`src/rtl/pipe_hazard_ctrl.sv`:
```
// Stall/flush sequencer for the 5-stage RV32 pipeline: arbitrates memory wait
// states, mul/div occupancy, EX redirects and load-use hazards each cycle.
module pipe_hazard_ctrl #(
  parameter int REG_ADDR_W  = 5,
  parameter int MEM_TIMEOUT = 255
) (
  input  logic                  clk,
  input  logic                  rst,
  input  logic                  id_valid,
  input  logic [REG_ADDR_W-1:0] id_rs1_addr,
  input  logic [REG_ADDR_W-1:0] id_rs2_addr,
  input  logic                  id_uses_rs1,
  input  logic                  id_uses_rs2,
  input  logic                  ex_is_load,
  input  logic                  ex_wb_en,
  input  logic [REG_ADDR_W-1:0] ex_rd,
  input  logic                  ex_muldiv,
  input  logic                  muldiv_done,
  input  logic                  ex_redirect,
  input  logic                  mem_req,
  input  logic                  mem_ready,
  output logic                  muldiv_start,
  output logic                  pc_stall,
  output logic                  ifid_stall,
  output logic                  idex_stall,
  output logic                  exmem_stall,
  output logic                  idex_bubble,
  output logic                  exmem_bubble,
  output logic                  memwb_bubble,
  output logic                  ifid_flush,
  output logic                  idex_flush,
  output logic                  redirect_take,
  output logic                  mem_err,
  output logic [31:0]           stall_cnt,
  output logic [31:0]           flush_cnt
);

  typedef enum logic [1:0] {RUN, MD_BUSY, MD_HOLD} state_t;

  localparam logic [15:0] TIMEOUT = 16'(MEM_TIMEOUT);

  state_t      state_reg, state_next;
  logic [15:0] wd_reg, wd_next;
  logic        mem_err_reg;
  logic [31:0] stall_cnt_reg, flush_cnt_reg;

  logic mem_stall, load_use, md_wait, start_c;

  always_comb begin
    mem_stall = mem_req && !mem_ready;
    load_use  = id_valid && ex_is_load && ex_wb_en && (ex_rd != '0) &&
                ((id_uses_rs1 && id_rs1_addr == ex_rd) ||
                 (id_uses_rs2 && id_rs2_addr == ex_rd));
    md_wait   = (state_reg == MD_BUSY && !muldiv_done) ||
                (state_reg == MD_HOLD && mem_stall);
    start_c   = (state_reg == RUN) && ex_muldiv && !mem_stall;
  end

  always_comb begin
    state_next = state_reg;
    case (state_reg)
      RUN:     if (start_c && !muldiv_done) state_next = MD_BUSY;
      MD_BUSY: if (muldiv_done) state_next = mem_stall ? MD_HOLD : RUN;
      MD_HOLD: if (!mem_stall) state_next = RUN;
      default: state_next = RUN;
    endcase
  end

  // Priority chain; a deferred redirect simply re-presents once md_wait drops.
  always_comb begin
    muldiv_start  = 1'b0;
    pc_stall      = 1'b0;
    ifid_stall    = 1'b0;
    idex_stall    = 1'b0;
    exmem_stall   = 1'b0;
    idex_bubble   = 1'b0;
    exmem_bubble  = 1'b0;
    memwb_bubble  = 1'b0;
    ifid_flush    = 1'b0;
    idex_flush    = 1'b0;
    redirect_take = 1'b0;
    if (!rst) begin
      muldiv_start = start_c;
      if (mem_stall) begin
        pc_stall     = 1'b1;
        ifid_stall   = 1'b1;
        idex_stall   = 1'b1;
        exmem_stall  = 1'b1;
        memwb_bubble = 1'b1;
      end else if (md_wait) begin
        pc_stall     = 1'b1;
        ifid_stall   = 1'b1;
        idex_stall   = 1'b1;
        exmem_bubble = 1'b1;
      end else if (ex_redirect) begin
        redirect_take = 1'b1;
        ifid_flush    = 1'b1;
        idex_flush    = 1'b1;
      end else if (load_use) begin
        pc_stall    = 1'b1;
        ifid_stall  = 1'b1;
        idex_bubble = 1'b1;
      end
    end
  end

  // Watchdog counts consecutive memory-stall cycles and saturates at the limit.
  always_comb begin
    wd_next = '0;
    if (mem_stall) wd_next = (wd_reg == TIMEOUT) ? wd_reg : wd_reg + 16'd1;
  end

  always_ff @(posedge clk or posedge rst) begin
    if (rst) begin
      state_reg     <= RUN;
      wd_reg        <= '0;
      mem_err_reg   <= 1'b0;
      stall_cnt_reg <= '0;
      flush_cnt_reg <= '0;
    end else begin
      state_reg <= state_next;
      wd_reg    <= wd_next;
      if (wd_next == TIMEOUT) mem_err_reg <= 1'b1;
      if (pc_stall) stall_cnt_reg <= stall_cnt_reg + 32'd1;
      if (redirect_take) flush_cnt_reg <= flush_cnt_reg + 32'd1;
    end
  end

  assign mem_err   = mem_err_reg;
  assign stall_cnt = stall_cnt_reg;
  assign flush_cnt = flush_cnt_reg;

endmodule

```
`config.mk`:
```
export PLATFORM = sky130hd
export DESIGN_NAME = pipe_hazard_ctrl
export DESIGN_NICKNAME = d
export VERILOG_FILES = /design/src/rtl/pipe_hazard_ctrl.sv
export SDC_FILE = /design/constraint.sdc
export NUM_CORES = 1
export LEC_CHECK = 0
export CORE_MARGIN = 3
export CORE_UTILIZATION = 54
export DETAILED_ROUTE_END_ITERATION = 10
export GPL_TIMING_DRIVEN = 0
export PLACE_DENSITY = 0.95
export SETUP_SLACK_MARGIN = 0.4
export SLEW_MARGIN = 20
export SYNTH_ARGS = -nofsm -noshare
export SYNTH_HDL_FRONTEND = slang
export SYNTH_SLANG_ARGS = --single-unit
export TNS_END_PERCENT = 30
```
`constraint.sdc`:
```
create_clock -name clk -period 7 [get_ports clk]
set_clock_uncertainty 0.05 [all_clocks]
set_input_delay 1.05 -clock clk [delete_from_list [all_inputs] [get_ports clk]]
set_output_delay 1.05 -clock clk [all_outputs]
set_load 0.05 [all_outputs]
```
==> run_results.csv, run 1 <==
group,metric,value,unit
hold_path,min_path_type,"reg -> reg",
global_routing,antenna_found_initial,0,
power,ir_drop,0.162,mV
worst_setup_path,worstPathRequired,5.90,ns
finish,n_fill_cell,491,
synth,ys_seq_area_frac,0.484,
clocking,post_cts_buffers,0,
synth,synth_cells,398,
sta,worst_pin_slew,0.595,ns
placement,port_buffers,102,
synth,yosysTopAreaCellShare,0.484,
clocking,cts.clk_slew.worst_paths,0.09,ns
global_routing,grt.total_usage,0.235,
worst_setup_path,cp.arrival,3.81,ns
detailed_routing,drt_iter0_drc,187,
synth,ys_seq_elements,83,
synth,yosysTopAreaCell,"dfrtp_1",
run,max-cap-violations,0,
synth,syn_area,4290,um2
clocking,root_buffer,"clkbuf_8",
floorplan,std_cell_rows,31,
global_routing,grt_pass1_wl,16600,um
finish,final_nets,542,
placement,dp_cells,600,
clocking,cts_resized,0,
detailed_routing,drt-wirelength-per-cell,16.4,um
run_status,outcome,"completed",
sta,fin_tns_setup,0,ns
sta,drv_slew,0,
sta,hold_violations,0,
detailed_routing,viasPerCell,5.71,
global_routing,grt_pass1_vias,3609,
synth,async_flop_share,1.00,
detailed_routing,drc,0,
synth,ys_top_cells_by_area,"dfrtp_1 48%, xnor2_1 8.4%, xor2_1 8.2%",
synth,syn_avg_cell_area,10.8,um2
clocking,cts.path.max_buffers,2,
worst_setup_path,cp-end-kind,"output port",
floorplan,die-area,9050,um2
clocking,clock_latency,0.35,ns
floorplan,core_area,7490,um2
finish,seq_area,2080,um2
synth,yosysWarnings,0,
clocking,h-tree-depth,3,
finish,n_antenna_cell,0,
worst_setup_path,startpoint_type,"input port",
worst_setup_path,cp_max_fo,10,
clocking,cts_hold_buf,0,
sta,setup_violations,0,
synth,synthFlopType,"dfrtp_1",
worst_setup_path,worst-setup-path-type,"in -> out",
floorplan,fp.dieW,95.1,um
clocking,cts_tree,"done",
finish,multi_input_area,2100,um2
synth,synth_cell_types,55,
sta,min_period,4.91,ns
floorplan,io_pins,103,
placement,dp_hpwl,7550,um
detailed_routing,dr.pass1.iters,4,
power,power.density,223,nW/um2
finish,final_cell_count_no_fill,616,
placement,routabilityCongestion,0.899,
floorplan,die_h,95.1,um
synth,syn-num-nets,428,
synth,ys_top_cells_by_count,"83 x dfrtp_1, 41 x xnor2_1, 40 x xor2_1",
synth,synth.most_common_cell,"dfrtp_1",
global_routing,grt_max_degree,58,
sta,rsz0062_at_grt,"false",
power,total_leakage_power,2.36,nW
clocking,clkSinkCount,83,
clocking,cts_buffers,9,
synth,synth_enable_flop_cells,0,
sta,slew_headroom,0.603,
finish,drive_above_1_share,0.124,
detailed_routing,num_vias,3518,
global_routing,gr-total-overflow,0,
floorplan,start_util,0.573,
finish,syn_to_final_growth,32.1,%
detailed_routing,drt-total-wl,10100,um
sta,max_freq,204,MHz
sta,finalCritPeriodShare,0.701,
detailed_routing,ant_nets,0,
-- cell families (layout without fill, tap and decap cells) --
kind of cell | count (synthesis) | after routing | synth area share
compound gates | 22 | 22 | 0.0371
xor+xnor | 81 | 81 | 0.165
fa+ha+maj | 3 | 3 | 0.00875
buf+inv | 21 | 140 | 0.0263
flops | 83 | 83 | 0.484
mux | 2 | 2 | 0.00525
simple gates | 186 | 186 | 0.273
-- path summary, 6_finish.rpt --
kind                                              to                 startpoint  cells after the start  slack (ns)
max                                         pc_stall                   ex_rd[1]                      9        2.09
min                        flush_cnt[31]$_DFFE_PP0P_  flush_cnt[31]$_DFFE_PP0P_                      1        0.43
max reg2reg                flush_cnt[31]$_DFFE_PP0P_   state_reg[0]$_DFFE_PP0P_                      6        4.75
min reg2reg                flush_cnt[31]$_DFFE_PP0P_  flush_cnt[31]$_DFFE_PP0P_                      1        0.43
max in group asynchronous   stall_cnt[0]$_DFFE_PP0P_                        rst                      3        5.14
min in group asynchronous   flush_cnt[6]$_DFFE_PP0P_                        rst                      2        1.18
-- power breakdown --
part           leakage, nW  total [mW]  switching [mW]  internal [mW]
clock               0.0922       0.352           0.176          0.176
combinational         1.15       0.345           0.224          0.120
sequential            1.12       0.566          0.0513          0.515
-- worst max-delay path: stages --
cell,delay [ns]
clkdlybuf4s50_1,0.47
or4_1,0.56
o211ai_1,0.21
inv_2,0.08
a21oi_4,0.24
buf_2,0.28
inv_1,0.09
buf_4,0.13
clkdlybuf4s50_1,0.69
-- metal layers --
metal / routed length [um] / share of wire / track usage
met3: 610 / 0.060 / 0.0466
met4: 212 / 0.021 / 0.109
met2: 5190 / 0.51 / 0.409
met5: 0 / 0 / 0
met1: 4100 / 0.41 / 0.279
-- metrics by stage --
stage	setup WS [ns]	hold WS, ns	instance area [um2]	total power [mW]	utilization
after floorplan	2.98	0.418	4290	0.789	-
after global placement	2.12	0.407	5430	0.905	0.726
after detailed placement	2.08	0.418	5460	0.919	0.730
after CTS	2.08	0.430	5670	1.27	0.757
after global routing	1.91	0.442	5670	1.31	0.757
final	2.09	0.429	5670	1.26	0.757
-- cell usage in the layout (no fill, tap or decap), types with 4 or more instances in the layout --
cell type,netlist,routed
clkdlybuf4s50_1,0,102
dfrtp_1,83,83
xnor2_1,41,41
xor2_1,40,40
nand2_1,37,37
nor2_1,25,25
nand3_1,23,23
nand4_1,19,19
nor4_2,15,15
nor3_1,12,12
clkbuf_8,0,10
and3_1,8,8
buf_4,6,6
clkbuf_1,4,5
a31oi_1,5,5
inv_1,5,4
nor4b_2,4,4
and4_1,4,4
a21oi_1,4,4
nor2b_1,4,4
and2_1,4,4
o21ai_0,4,4
nor4_1,4,4
-- area by class of cell --
class,count,share of cell area
multi-input cells,294,0.371
flip-flops and latches,83,0.367
repair buffers,103,0.185
clock buffers,11,0.0250
well taps,99,0.0219
plain buffers,15,0.0159
clock inverters,5,0.0108
inverters,6,0.00442
No activity file was read; power rests on OpenSTA's default activity.
==> inputs of run 2 (changes only) <==
- CORE_UTILIZATION: 54 -> 50
- PLACE_DENSITY: 0.95 -> 0.9
- clock period: 7 -> 4.7 ns (I/O delays scaled with it)
==> run_results.csv, run 2 (synthesis results as in run 1) <==
group,metric,value,unit
finish,drive_above_1_share,0.124,
sta,worst_pin_slew,0.628,ns
floorplan,start_util,0.519,
clocking,clock_latency,0.36,ns
run,max-cap-violations,0,
detailed_routing,dr.pass1.iters,5,
clocking,h-tree-depth,3,
global_routing,grt_pass1_vias,3485,
worst_setup_path,worst-setup-path-type,"in -> out",
worst_setup_path,slowest_stage,"clkdlybuf4s50_1",
detailed_routing,ant_nets,0,
sta,min_period,4.08,ns
run_status,outcome,"completed",
clocking,cts.path.max_buffers,2,
sta,drv_slew,0,
sta,max_freq,245,MHz
clocking,post_cts_buffers,0,
placement,dp_hpwl,7560,um
floorplan,die-area,9730,um2
detailed_routing,drt-wirelength-per-cell,16.4,um
worst_setup_path,crit_family,"buffers and inverters",
power,ir_drop,0.179,mV
worst_setup_path,cp_max_fo,10,
finish,mostFrequentLayoutCells,"101 x clkdlybuf4s50_1, 83 x dfrtp_1, 41 x xnor2_1",
clocking,cts_tree,"done",
finish,final_nets,542,
worst_setup_path,max_stage_delay,0.71,ns
sta,hold_violations,0,
global_routing,antenna_found_initial,0,
placement,routabilityCongestion,0.902,
global_routing,grt_max_degree,51,
detailed_routing,drt-total-wl,10200,um
clocking,cts_buffers,9,
global_routing,grt_pass1_wl,17200,um
worst_setup_path,worstPathRequired,3.94,ns
worst_setup_path,cp_cell_sequence,"clkdlybuf4s50_1, or4_1, o211ai_1, inv_2, a21oi_4, buf_2, inv_1, clkdlybuf4s50_1",
detailed_routing,viasPerCell,5.64,
worst_setup_path,path_buf_inv,5,
hold_path,min_path_type,"reg -> reg",
sta,fin_tns_setup,0,ns
global_routing,use_met2,0.383,
global_routing,top_usage_layer,"met2",
sta,whs,0.430,ns
finish,syn_to_final_growth,33.6,%
sta,slew_headroom,0.581,
clocking,clkSinkCount,83,
worst_setup_path,cp.arrival,3.33,ns
power,total_leakage_power,2.42,nW
global_routing,met1_usage,0.261,
floorplan,die_h,98.6,um
placement,dp_cells,606,
detailed_routing,drc,0,
worst_setup_path,cp-end-kind,"output port",
detailed_routing,drt_iter0_drc,157,
finish,fin_util,0.694,
finish,n_antenna_cell,0,
finish,final_common_cell,"clkdlybuf4s50_1",
global_routing,use_met3,0.0425,
global_routing,grt.total_usage,0.217,
sta,rsz0062_at_grt,"false",
power,power.density,355,nW/um2
sta,finalCritPeriodShare,0.869,
floorplan,fp.dieW,98.6,um
detailed_routing,num_vias,3505,
clocking,root_buffer,"clkbuf_8",
floorplan,io_pins,103,
clocking,cts_hold_buf,0,
floorplan,std_cell_rows,33,
placement,port_buffers,102,
worst_setup_path,cpMostUsedCell,"clkdlybuf4s50_1",
worst_setup_path,startpoint_type,"input port",
clocking,cts.clk_slew.worst_paths,0.08,ns
power,finalPower,2.04,mW
finish,final_cell_count_no_fill,622,
global_routing,gr-total-overflow,0,
sta,setup_violations,0,
floorplan,core_area,8260,um2
-- run 2: cell types whose count changed in the layout (fill, tap and decap cells not counted), sizes merged --
cell / delta
bufinv: +3
clkinvlp: -3
clkbuf: -1
clkdlybuf4s50: -1
clkinv: +1
dlymetal6s2s: +1
-- run 2: power breakdown --
group	internal, mW	leakage [nW]	switching [mW]
sequential	0.766	1.12	0.0804
clock	0.410	0.132	0.268
combinational	0.179	1.17	0.333
-- run 2: cell type report --
cell class / instances / area, um2
plain buffers: 15 / 90.1
clock buffers: 10 / 128
clock inverters: 6 / 136
fillers: 623 / 2530
inverters: 6 / 25.0
multi-input cells: 294 / 2100
flip-flops and latches: 83 / 2080
well taps: 105 / 131
repair buffers: 103 / 1040
-- run 2: worst paths after layout --
check | startpoint | end | slack (ns) | cells past startpoint
min in group asynchronous | rst | stall_cnt[0]$_DFFE_PP0P_ | 0.92 | 2
setup / recovery | ex_rd[2] | ifid_stall | 0.62 | 8
hold reg to reg | flush_cnt[31]$_DFFE_PP0P_ | flush_cnt[31]$_DFFE_PP0P_ | 0.43 | 1
setup reg to reg | wd_reg[1]$_DFF_PP0_ | mem_err$_DFFE_PP0N_ | 2.43 | 8
hold / removal | flush_cnt[31]$_DFFE_PP0P_ | flush_cnt[31]$_DFFE_PP0P_ | 0.43 | 1
max in group asynchronous | rst | stall_cnt[29]$_DFFE_PP0P_ | 3.08 | 3
-- run 2: timing repair --
action,in CTS,in global routing
endpoints found under the hold margin,0,0
gates resized for setup,0,1
endpoints found under the setup margin,0,1
-- run 2: routing by layer --
| layer | part of all wire | vias up |
|---|---|---|
| li1 | - | 1631 |
| met1 | 0.40 | 1703 |
| met2 | 0.51 | 152 |
| met3 | 0.066 | 19 |
| met4 | 0.022 | 0 |
| met5 | 0 | - |
-- run 2: stage by stage --
step / setup slack [ns] / cell area, um2
CTS: 0.479 / 5730
global placement: 0.407 / 5440
floorplan: 1.37 / 4290
finish: 0.616 / 5730
global route: 0.474 / 5730
detailed placement: 0.503 / 5460
